$ cat config.mk
export PLATFORM = sky130hd
export DESIGN_NAME = fir_seq_ctrl
export DESIGN_NICKNAME = d
export VERILOG_FILES = /design/src/rtl/fir_pkg.sv /design/src/rtl/fir_delay_line.sv /design/src/rtl/fir_seq_ctrl.sv
export SDC_FILE = /design/constraint.sdc
export NUM_CORES = 1
export LEC_CHECK = 0
export ABC_AREA = 1
export ABC_CLOCK_PERIOD_IN_PS = 2500
export CELL_PAD_IN_SITES_DETAIL_PLACEMENT = 0
export CELL_PAD_IN_SITES_GLOBAL_PLACEMENT = 2
export CORE_UTILIZATION = 32
export CTS_CLUSTER_SIZE = 14
export DETAILED_ROUTE_END_ITERATION = 10
export PLACE_DENSITY = 0.8
export SYNTH_ARGS = -nofsm -noshare
export SYNTH_HDL_FRONTEND = slang
export SYNTH_HIERARCHICAL = 1
export SYNTH_SLANG_ARGS = --single-unit
$ cat constraint.sdc
create_clock -name clk_b -period 2.5 [get_ports clk_b]
set_clock_uncertainty 0.1 [all_clocks]
set_input_delay 0.5 -clock clk_b [delete_from_list [all_inputs] [get_ports clk_b]]
set_output_delay 0.5 -clock clk_b [all_outputs]
set_load 0.02 [all_outputs]
$ cat src/rtl/fir_pkg.sv
// Shared types and sizing constants for the FIR sequencing controller.
package fir_pkg;

  localparam int COEF_AW  = 5;
  localparam int SAMP_AW  = 14;
  localparam int MAX_TAPS = 32;

  typedef enum logic [2:0] {
    IDLE,
    CLR,
    TAPS,
    DRAIN,
    WRITE,
    FINISH
  } fir_state_t;

endpackage

$ cat src/rtl/fir_delay_line.sv
// Fixed-depth shift register; cleared on reset so no stale strobes survive an abort.
module fir_delay_line #(
  parameter int unsigned DEPTH = 1,
  parameter int unsigned WIDTH = 1
) (
  input  logic             clk,
  input  logic             rst_n,
  input  logic [WIDTH-1:0] d,
  output logic [WIDTH-1:0] q
);

  logic [WIDTH-1:0] stage [DEPTH];

  // shift d through DEPTH register stages
  always_ff @(posedge clk or negedge rst_n) begin
    if (!rst_n) begin
      for (int unsigned i = 0; i < DEPTH; i++) stage[i] <= '0;
    end else begin
      stage[0] <= d;
      for (int unsigned i = 1; i < DEPTH; i++) stage[i] <= stage[i-1];
    end
  end

  assign q = stage[DEPTH-1];

endmodule

$ cat src/rtl/fir_seq_ctrl.sv
// FIR sequencer: walks samples n and taps k, drives RAM addresses and MAC strobes,
// and writes one result per sample. Outputs are registered from the current state.
module fir_seq_ctrl #(
  parameter int          COEF_AW = fir_pkg::COEF_AW,
  parameter int          SAMP_AW = fir_pkg::SAMP_AW,
  parameter int unsigned RD_LAT  = 1,
  parameter int unsigned MAC_LAT = 1
) (
  input  logic               clk_b,
  input  logic               rst_n,
  input  logic               Start,
  input  logic [5:0]         Ile_wsp,
  input  logic [SAMP_AW-1:0] Ile_probek,
  output logic               pracuje,
  output logic               DONE,
  output logic               FSM_MUX_CDC,
  output logic [COEF_AW-1:0] address_FIR,
  output logic [SAMP_AW-1:0] x_addr,
  output logic               x_rd,
  output logic               mac_clr,
  output logic               mac_en,
  output logic               mac_zero,
  output logic [SAMP_AW-1:0] y_addr,
  output logic               y_wr
);

  import fir_pkg::*;

  localparam int unsigned DRAIN_LEN = RD_LAT + MAC_LAT;
  localparam logic [5:0]  TAP_CLAMP = 6'(MAX_TAPS);

  fir_state_t         state;
  logic [5:0]         n_taps;
  logic [SAMP_AW-1:0] m_samp;
  logic [SAMP_AW-1:0] n;
  logic [COEF_AW-1:0] k;
  logic [7:0]         d_cnt;
  logic               issue_valid;
  logic               issue_zero;
  logic [SAMP_AW:0]   diff;

  // n-k with a spare sign bit; negative means the tap reaches before x[0]
  assign diff = {1'b0, n} - {{(SAMP_AW + 1 - COEF_AW){1'b0}}, k};

  // sequencing FSM with counters and registered strobes
  always_ff @(posedge clk_b or negedge rst_n) begin
    if (!rst_n) begin
      state       <= IDLE;
      n_taps      <= '0;
      m_samp      <= '0;
      n           <= '0;
      k           <= '0;
      d_cnt       <= '0;
      pracuje     <= 1'b0;
      FSM_MUX_CDC <= 1'b0;
      DONE        <= 1'b0;
      address_FIR <= '0;
      x_addr      <= '0;
      x_rd        <= 1'b0;
      mac_clr     <= 1'b0;
      y_addr      <= '0;
      y_wr        <= 1'b0;
      issue_valid <= 1'b0;
      issue_zero  <= 1'b0;
    end else begin
      pracuje     <= 1'b0;
      FSM_MUX_CDC <= 1'b0;
      DONE        <= 1'b0;
      address_FIR <= '0;
      x_addr      <= '0;
      x_rd        <= 1'b0;
      mac_clr     <= 1'b0;
      y_addr      <= '0;
      y_wr        <= 1'b0;
      issue_valid <= 1'b0;
      issue_zero  <= 1'b0;
      unique case (state)
        IDLE: begin
          if (Start) begin
            n_taps <= (Ile_wsp > TAP_CLAMP) ? TAP_CLAMP : Ile_wsp;
            m_samp <= Ile_probek;
            n      <= '0;
            state  <= (Ile_wsp == 6'd0 || Ile_probek == '0) ? FINISH : CLR;
          end
        end
        CLR: begin
          pracuje     <= 1'b1;
          FSM_MUX_CDC <= 1'b1;
          mac_clr     <= 1'b1;
          k           <= '0;
          state       <= TAPS;
        end
        TAPS: begin
          pracuje     <= 1'b1;
          FSM_MUX_CDC <= 1'b1;
          address_FIR <= k;
          issue_valid <= 1'b1;
          if (!diff[SAMP_AW]) begin
            x_rd   <= 1'b1;
            x_addr <= diff[SAMP_AW-1:0];
          end else begin
            issue_zero <= 1'b1;
          end
          if ({1'b0, k} == n_taps - 1'b1) begin
            d_cnt <= '0;
            state <= DRAIN;
          end else begin
            k <= k + 1'b1;
          end
        end
        DRAIN: begin
          pracuje     <= 1'b1;
          FSM_MUX_CDC <= 1'b1;
          if (d_cnt == 8'(DRAIN_LEN - 1)) state <= WRITE;
          else d_cnt <= d_cnt + 1'b1;
        end
        WRITE: begin
          pracuje     <= 1'b1;
          FSM_MUX_CDC <= 1'b1;
          y_wr        <= 1'b1;
          y_addr      <= n;
          if (n == m_samp - 1'b1) begin
            state <= FINISH;
          end else begin
            n     <= n + 1'b1;
            state <= CLR;
          end
        end
        FINISH: begin
          DONE  <= 1'b1;
          state <= IDLE;
        end
        default: state <= IDLE;
      endcase
    end
  end

  // align issue strobes with coefficient/sample RAM read data
  fir_delay_line #(
    .DEPTH (RD_LAT),
    .WIDTH (2)
  ) u_issue_dly (
    .clk   (clk_b),
    .rst_n (rst_n),
    .d     ({issue_valid, issue_zero}),
    .q     ({mac_en, mac_zero})
  );

endmodule

After elaboration in Yosys (flattened, before gate mapping)

Cells that the tools add are included.
Widths: inputs -> output; s select.

Register bits: 92
Bits in latches: 0
RAM bits: 0
Memory bits (read-only): 0
Input port bits: 23
Output and inout bits: 41
Memories kept: 0

Add/sub/neg operators: 6
$mul: 0
Div/mod/pow operators: 0
Magnitude comparators: 1
Equal/unequal tests: 14
Shift operators: 0
Muxes and demuxes: 28
Bitwise logic cells: 0
Reduce and logical (&&, ||, !) cells: 13

Operators with widths:

| kind                  | count |
|---|---|
| $mux 14               | 5 |
| $pmux 14 s2           | 1 |
| $mux 8                | 2 |
| $pmux 8 s2            | 1 |
| $mux 3                | 5 |
| $pmux 3 s5            | 1 |
| $sub 14x5->15         | 1 |
| $add 14x1->14 const B | 1 |
| $eq 14x14->1          | 1 |
| $logic_not 14->1      | 1 |
| $sub 14x1->14 const B | 1 |
| $ne 2x2->1 const B    | 6 |
| $mux 5                | 2 |
| $pmux 5 s2            | 1 |
| $mux 1                | 9 |
| $reduce_and 3->1      | 3 |
| $add 8x1->8 const B   | 1 |
| $eq 8x1->1 const B    | 1 |
| $eq 3x2->1 const B    | 2 |
| $eq 3x3->1 const B    | 2 |
| $eq 5x6->1            | 1 |
| $gt 6x6->1 const B    | 1 |
| $logic_not 6->1       | 1 |
| $mux 6                | 1 |
| 8 further kinds       | 11 |

Logic depth before layout (Yosys ltp)

Depth in word-level cells: 5
Depth in mapped cells: 16
Gate-level depth less buffers: 15

Cells and area by module

Netlist, hierarchy kept.

Modules (own cells, without submodules):

| module         | times used | cells each | area an instance (µm²) |
|---|---|---|---|
| fir_seq_ctrl   | 1          | 643        | 4949.7 |
| fir_delay_line | 1          | 2          | 50.0 |

Least setup slack after synthesis

OpenSTA, ideal clock, no wires.

Kind: flip-flop to flip-flop
From: register n[0]
To: register x_addr[13]
Library setup time: 125 ps
Data arrival time: 2067 ps
Required time: 2275 ps
Setup slack: 209 ps
Stages on the path, launching flop included: 15
Clock period less this slack: 2291 ps
Path through: dfrtp_1 -> inv_1 -> ha_1 -> inv_1 -> fa_1 -> nand3_1 -> nand3_1 -> nand2_1 -> nand2_1 -> nor2_1 -> nand3_1 -> nand2_2 -> inv_1 -> o21ai_0 -> a21oi_1

Longest elaborated chain between the ends: 3

RTL lines:

| element                  | line                | RTL |
|---|---|---|
| start: declaration       | fir_seq_ctrl.sv:35  | `logic [SAMP_AW-1:0] n;` |
| start signal: assignment | fir_seq_ctrl.sv:125 | `n <= n + 1'b1;` |
| $sub 14x5->15            | fir_seq_ctrl.sv:43  | `assign diff = {1'b0, n} - {{(SAMP_AW + 1 - COEF_AW){1'b0}}, k};` |
| $mux 14                  | fir_seq_ctrl.sv:98  | `if (!diff[SAMP_AW]) begin` |
| $mux 14                  | fir_seq_ctrl.sv:77  | `unique case (state)` |
| end signal: assignment   | fir_seq_ctrl.sv:100 | `x_addr <= diff[SAMP_AW-1:0];` |
| end: declaration         | fir_seq_ctrl.sv:18  | `output logic [SAMP_AW-1:0] x_addr,` |

No other way between the ends.
A chain may end at the register's enable or synchronous reset.

Worst setup path in the final report

From: register n_taps[0]
To: register d_cnt[0]

Longest elaborated chain between the ends: 4

RTL lines:

| element                           | line                | RTL |
|---|---|---|
| start: declaration                | fir_seq_ctrl.sv:33  | `logic [5:0] n_taps;` |
| start signal: assignment          | fir_seq_ctrl.sv:80  | `n_taps <= (Ile_wsp > TAP_CLAMP) ? TAP_CLAMP : Ile_wsp;` |
| $sub 6x1->6                       | fir_seq_ctrl.sv:104 | `if ({1'b0, k} == n_taps - 1'b1) begin` |
| $eq 5x6->1                        | fir_seq_ctrl.sv:104 |  |
| $ne 2x2->1 (no source line)       | --                  |  |
| $reduce_and 3->1 (no source line) | --                  |  |
| end signal: assignment            | fir_seq_ctrl.sv:115 | `else d_cnt <= d_cnt + 1'b1;` |
| end: declaration                  | fir_seq_ctrl.sv:37  | `logic [7:0] d_cnt;` |

No other way between the ends.

==> summary.md <==
| Metric | Value |
|---|---|
| Die H | `127 um` |
| Reg power frac | `49.3%` |
| Design Power | `3.02 mW` |
| Clk root buf | `clkbuf_16` |
| Met1 usage | `21.6%` |
| Sw Pwr | `600 uW` |
| Fin crit period | `2.26 ns` |
| CP required | `2.64 ns` |
| Synth area leader | `dfrtp_1` |
| Internal Pwr Total | `2.42 mW` |
| Largest stage delay on the critical path | `0.39 ns` |
| Clock power frac | `48.2%` |
| Met3 Use GR | `2.85%` |
| Final setup vio count | `0` |
| CP Launch Type | `flop` |
| Setup TNS | `0 ns` |
| Max-cap violation count | `0` |
| Clock Pin Slew Worst Setup and Hold Paths | `0.07 ns` |
| Crit path launch | `n_taps[0]$_DFFE_PN0P_` |
| Post-Syn Area | `5000 um2` |
| Sequential element share of the synthesized area | `46.0%` |
| Postcts setup bufs | `0` |
| Total Routing Usage GR | `16.1%` |
| Most used cell, CP | `nand2_1` |
| Max clock buf depth | `2` |
| Chip Width | `127 um` |
| Share of layout cells above drive strength 1 | `7.69%` |
| CP Capture Type | `flop` |
| GRT met2 Usage | `25.7%` |
| Resized cells post-CTS | `0` |
| FF-to-FF End | `d_cnt[0]$_DFFE_PN0P_` |
| # IOs | `64` |
| Via count | `4159` |
| Syn. warnings | `6` |
| I/O Buffers | `63` |
| 1st-iter DRT viols | `288` |
| CTS tree | `built` |
| PwrDens | `487 nW/um2` |
| Most Crowded Layer GR | `met2` |
| Full die area | `16100 um2` |
| Number of remaining DRC errors | `0` |
| Switch share | `19.9%` |
| Fin worst setup slack | `0.236 ns` |
| Routed wire length | `12100 um` |
| VDD IR max | `324 uV` |
| Antenna cells | `0` |
| CTS buffer count | `9` |
| Vias in the first global route | `4013` |
| Syn Inst Count | `645` |
| Pre-CTS setup slack | `0.172 ns` |
| Slowest cell on crit path | `dfrtp_1` |
| Hold/Removal Path Class | `input port to asynchronous set/reset pin` |
| Remaining Overflow, GRT | `0` |
| Comb power frac | `2.5%` |
| Fin nets | `746` |
| Drt pass-1 iters | `4` |
| RSZ-0062 raised after global routing | `no` |
| Crit path kind | `flop to flop` |
| Post-DR wirelength/cell | `13.4 um` |
| Post-DP HPWL | `9290 um` |
| Worst-Margin Slew | `0.517 ns` |
| Final hold vios | `0` |
| DP Area | `5860 um2` |
| Area Overhead vs Synth | `24.0%` |
| Starting density of the core | `32.9%` |
| Critical path arrival | `2.40 ns` |
| Clk sinks | `92` |
| Placer congestion estimate | `0.822` |
| Slew HR | `65.6%` |
| H-tree levels | `3` |
| Tcrit/Tclk final | `90.5%` |
| CTS Hold Buffers Added | `0` |
| Rows | `45` |
| Yosys cell types | `38` |
| First-pass GRT wire length | `20000 um` |
| Final ANT Viol Nets | `0` |
| Vias/cell | `4.61` |
| Synth Register Bits | `92` |
| Leak Pwr | `3.01 nW` |
| R2R setup slack | `0.24 ns` |
| Core Box Area | `15200 um2` |
| CP Cell Sequence | `inv_1 -> ha_1 -> xnor2_1 -> nor2_1 -> nand3_1 -> nor2_1 -> nand3_1 -> nand2_1 -> nand2_2 -> nand2_1 -> nand2_1` |
| Reg2Reg Launch Point | `n_taps[0]$_DFFE_PN0P_` |
| Synth Area per Inst | `7.75 um2` |
| Leading post-synthesis cells by cell area | `dfrtp_1 46%, nand2_1 12%, nor2_1 6.8%` |
| Status | `completed` |
| Slew Limit Fails | `0` |
| Mapped Nets | `680` |
| Clock latency on the worst-skew pair | `0.34 ns` |
| Design area | `6200 um2` |
| FMAX | `442 MHz` |
| R2R cell count | `11` |
| Worst Setup EP | `d_cnt[0]$_DFFE_PN0P_` |
| CP Max Fanout | `10` |
| Top cell type's share of synthesized area | `46.0%` |
| Initial antenna violation count | `0` |
| Largest net degree at the start of global routing | `39` |
==> power by group through the flow <==
stage	clock network [mW]	logic (mW)	registers (mW)
global route	1.56	0.0874	1.49
finish	1.46	0.0762	1.49
floorplan	0	0.00445	1.52
CTS	1.51	0.0804	1.49
detailed placement	0	0.0804	1.52
global placement	0	0.0791	1.52
==> worst max-delay path: cells and delay by family, from the launching register on <==
kind | cells | cell delay (ns)
AND/OR/NAND/NOR | 8 | 1.10
flip-flops | 1 | 0.39
XOR/XNOR | 1 | 0.13
adder cells (fa/ha/maj) | 1 | 0.33
buffers and inverters | 1 | 0.09
==> through the flow <==
step           util, %  instances  hold WS, ns
5_1_grt           40.8        903       0.0586
2_1_floorplan        -        645        0.104
6_report          40.8        903       0.0298
4_1_cts           40.6        903       0.0409
3_5_place_dp      38.6        888        0.236
3_3_place_gp      38.6        888        0.234
==> kinds of logic (layout without fill, tap and decap cells) <==
kind of cell               after synthesis  in the layout  share of synthesized area, %
xor gates and xnor gates                35             35                          6.13
adders and majority gates               12             12                          3.15
buffers and inverters                  102            172                          8.41
and+or+nand+nor                        361            361                          31.7
AOI/OAI and AO/OA                       43             43                          4.53
DFF                                     92             92                          46.0
==> placed cells by master, fill, tap and decap left out, drive strengths merged <==
cell and count:
a21oi 12, o211ai 1, nor3b 2, nand4 7, buf 15, clkbuf 11, nand3 55, bufinv 2
xor2 26, or2 2, o21bai 1, nor4 6, nand3b 3, o21ai 27, clkdlybuf4s50 62, fa 1
dfrtp 92, nor3 17, nand2 172, xnor2 9, inv 79, nor2 97, o22ai 2, clkinv 3
ha 11
==> routing by layer <==
metal	part of all wire [%]	vias up
li1	-	2150
met1	50	1925
met2	45	74
met3	3.2	10
met4	1.3	0
met5	0	-
==> synth_stat cells <==
| cell | count |
|---|---|
| nor2_2 | 5 |
| nand3_4 | 1 |
| nor2_1 | 90 |
| nor4_2 | 1 |
| nor3_1 | 15 |
| buf_1 | 1 |
| o211ai_1 | 1 |
| nor2_4 | 2 |
| o21bai_1 | 1 |
| nand2_2 | 6 |
| clkinv_1 | 1 |
| ha_1 | 11 |
| inv_2 | 2 |
| xor2_1 | 26 |
| fa_1 | 1 |
| xnor2_1 | 9 |
| a21oi_2 | 1 |
| nand4_1 | 7 |
| nor4_1 | 5 |
| nand2_1 | 165 |
| nor3b_1 | 2 |
| o22ai_1 | 2 |
| clkbuf_2 | 3 |
| buf_8 | 1 |
| nand3b_1 | 3 |
| buf_2 | 6 |
| nor3_2 | 1 |
| buf_4 | 4 |
| inv_1 | 77 |
| or2_2 | 2 |
| nand3_1 | 54 |
| dfrtp_1 | 92 |
| o21ai_1 | 3 |
| o21ai_0 | 24 |
| a21oi_1 | 11 |
| clkbuf_1 | 7 |
| nor3_4 | 1 |
| nand2_4 | 1 |
==> flip-flops by register name, summed over array words and instances, names as in the netlist, 2 cells and up <==
name,cells
u_issue_dly/q,2
n,14
d_cnt,8
k,5
state,3
x_addr,14
n_taps,6
address_FIR,5
y_addr,14
m_samp,14
==> area by class of cell <==
type,count,area (um2)
well taps,188,235
flip-flops and latches,92,2300
inverters,80,300
repair buffers,77,746
multi-input cells,451,2300
fillers,1561,9000
clock buffers,11,243
clock inverters,4,73.8
==> how the worst min path moves through the flow <==
stage                          start                          to  slack [ns]  cells after the start
3_5_place_dp    issue_zero$_DFF_PN0_  u_issue_dly/q[0]$_DFF_PN0_        0.24                      0
4_1_cts                        rst_n        x_addr[11]$_DFF_PN0_        0.04                      1
5_1_grt                        rst_n        y_addr[12]$_DFF_PN0_        0.06                      1
2_1_floorplan                  rst_n              DONE$_DFF_PN0_        0.10                      0
3_3_place_gp   issue_valid$_DFF_PN0_  u_issue_dly/q[1]$_DFF_PN0_        0.23                      0
6_report                       rst_n        y_addr[12]$_DFF_PN0_        0.03                      1
Note: power is estimated with default switching activity, not from simulation.
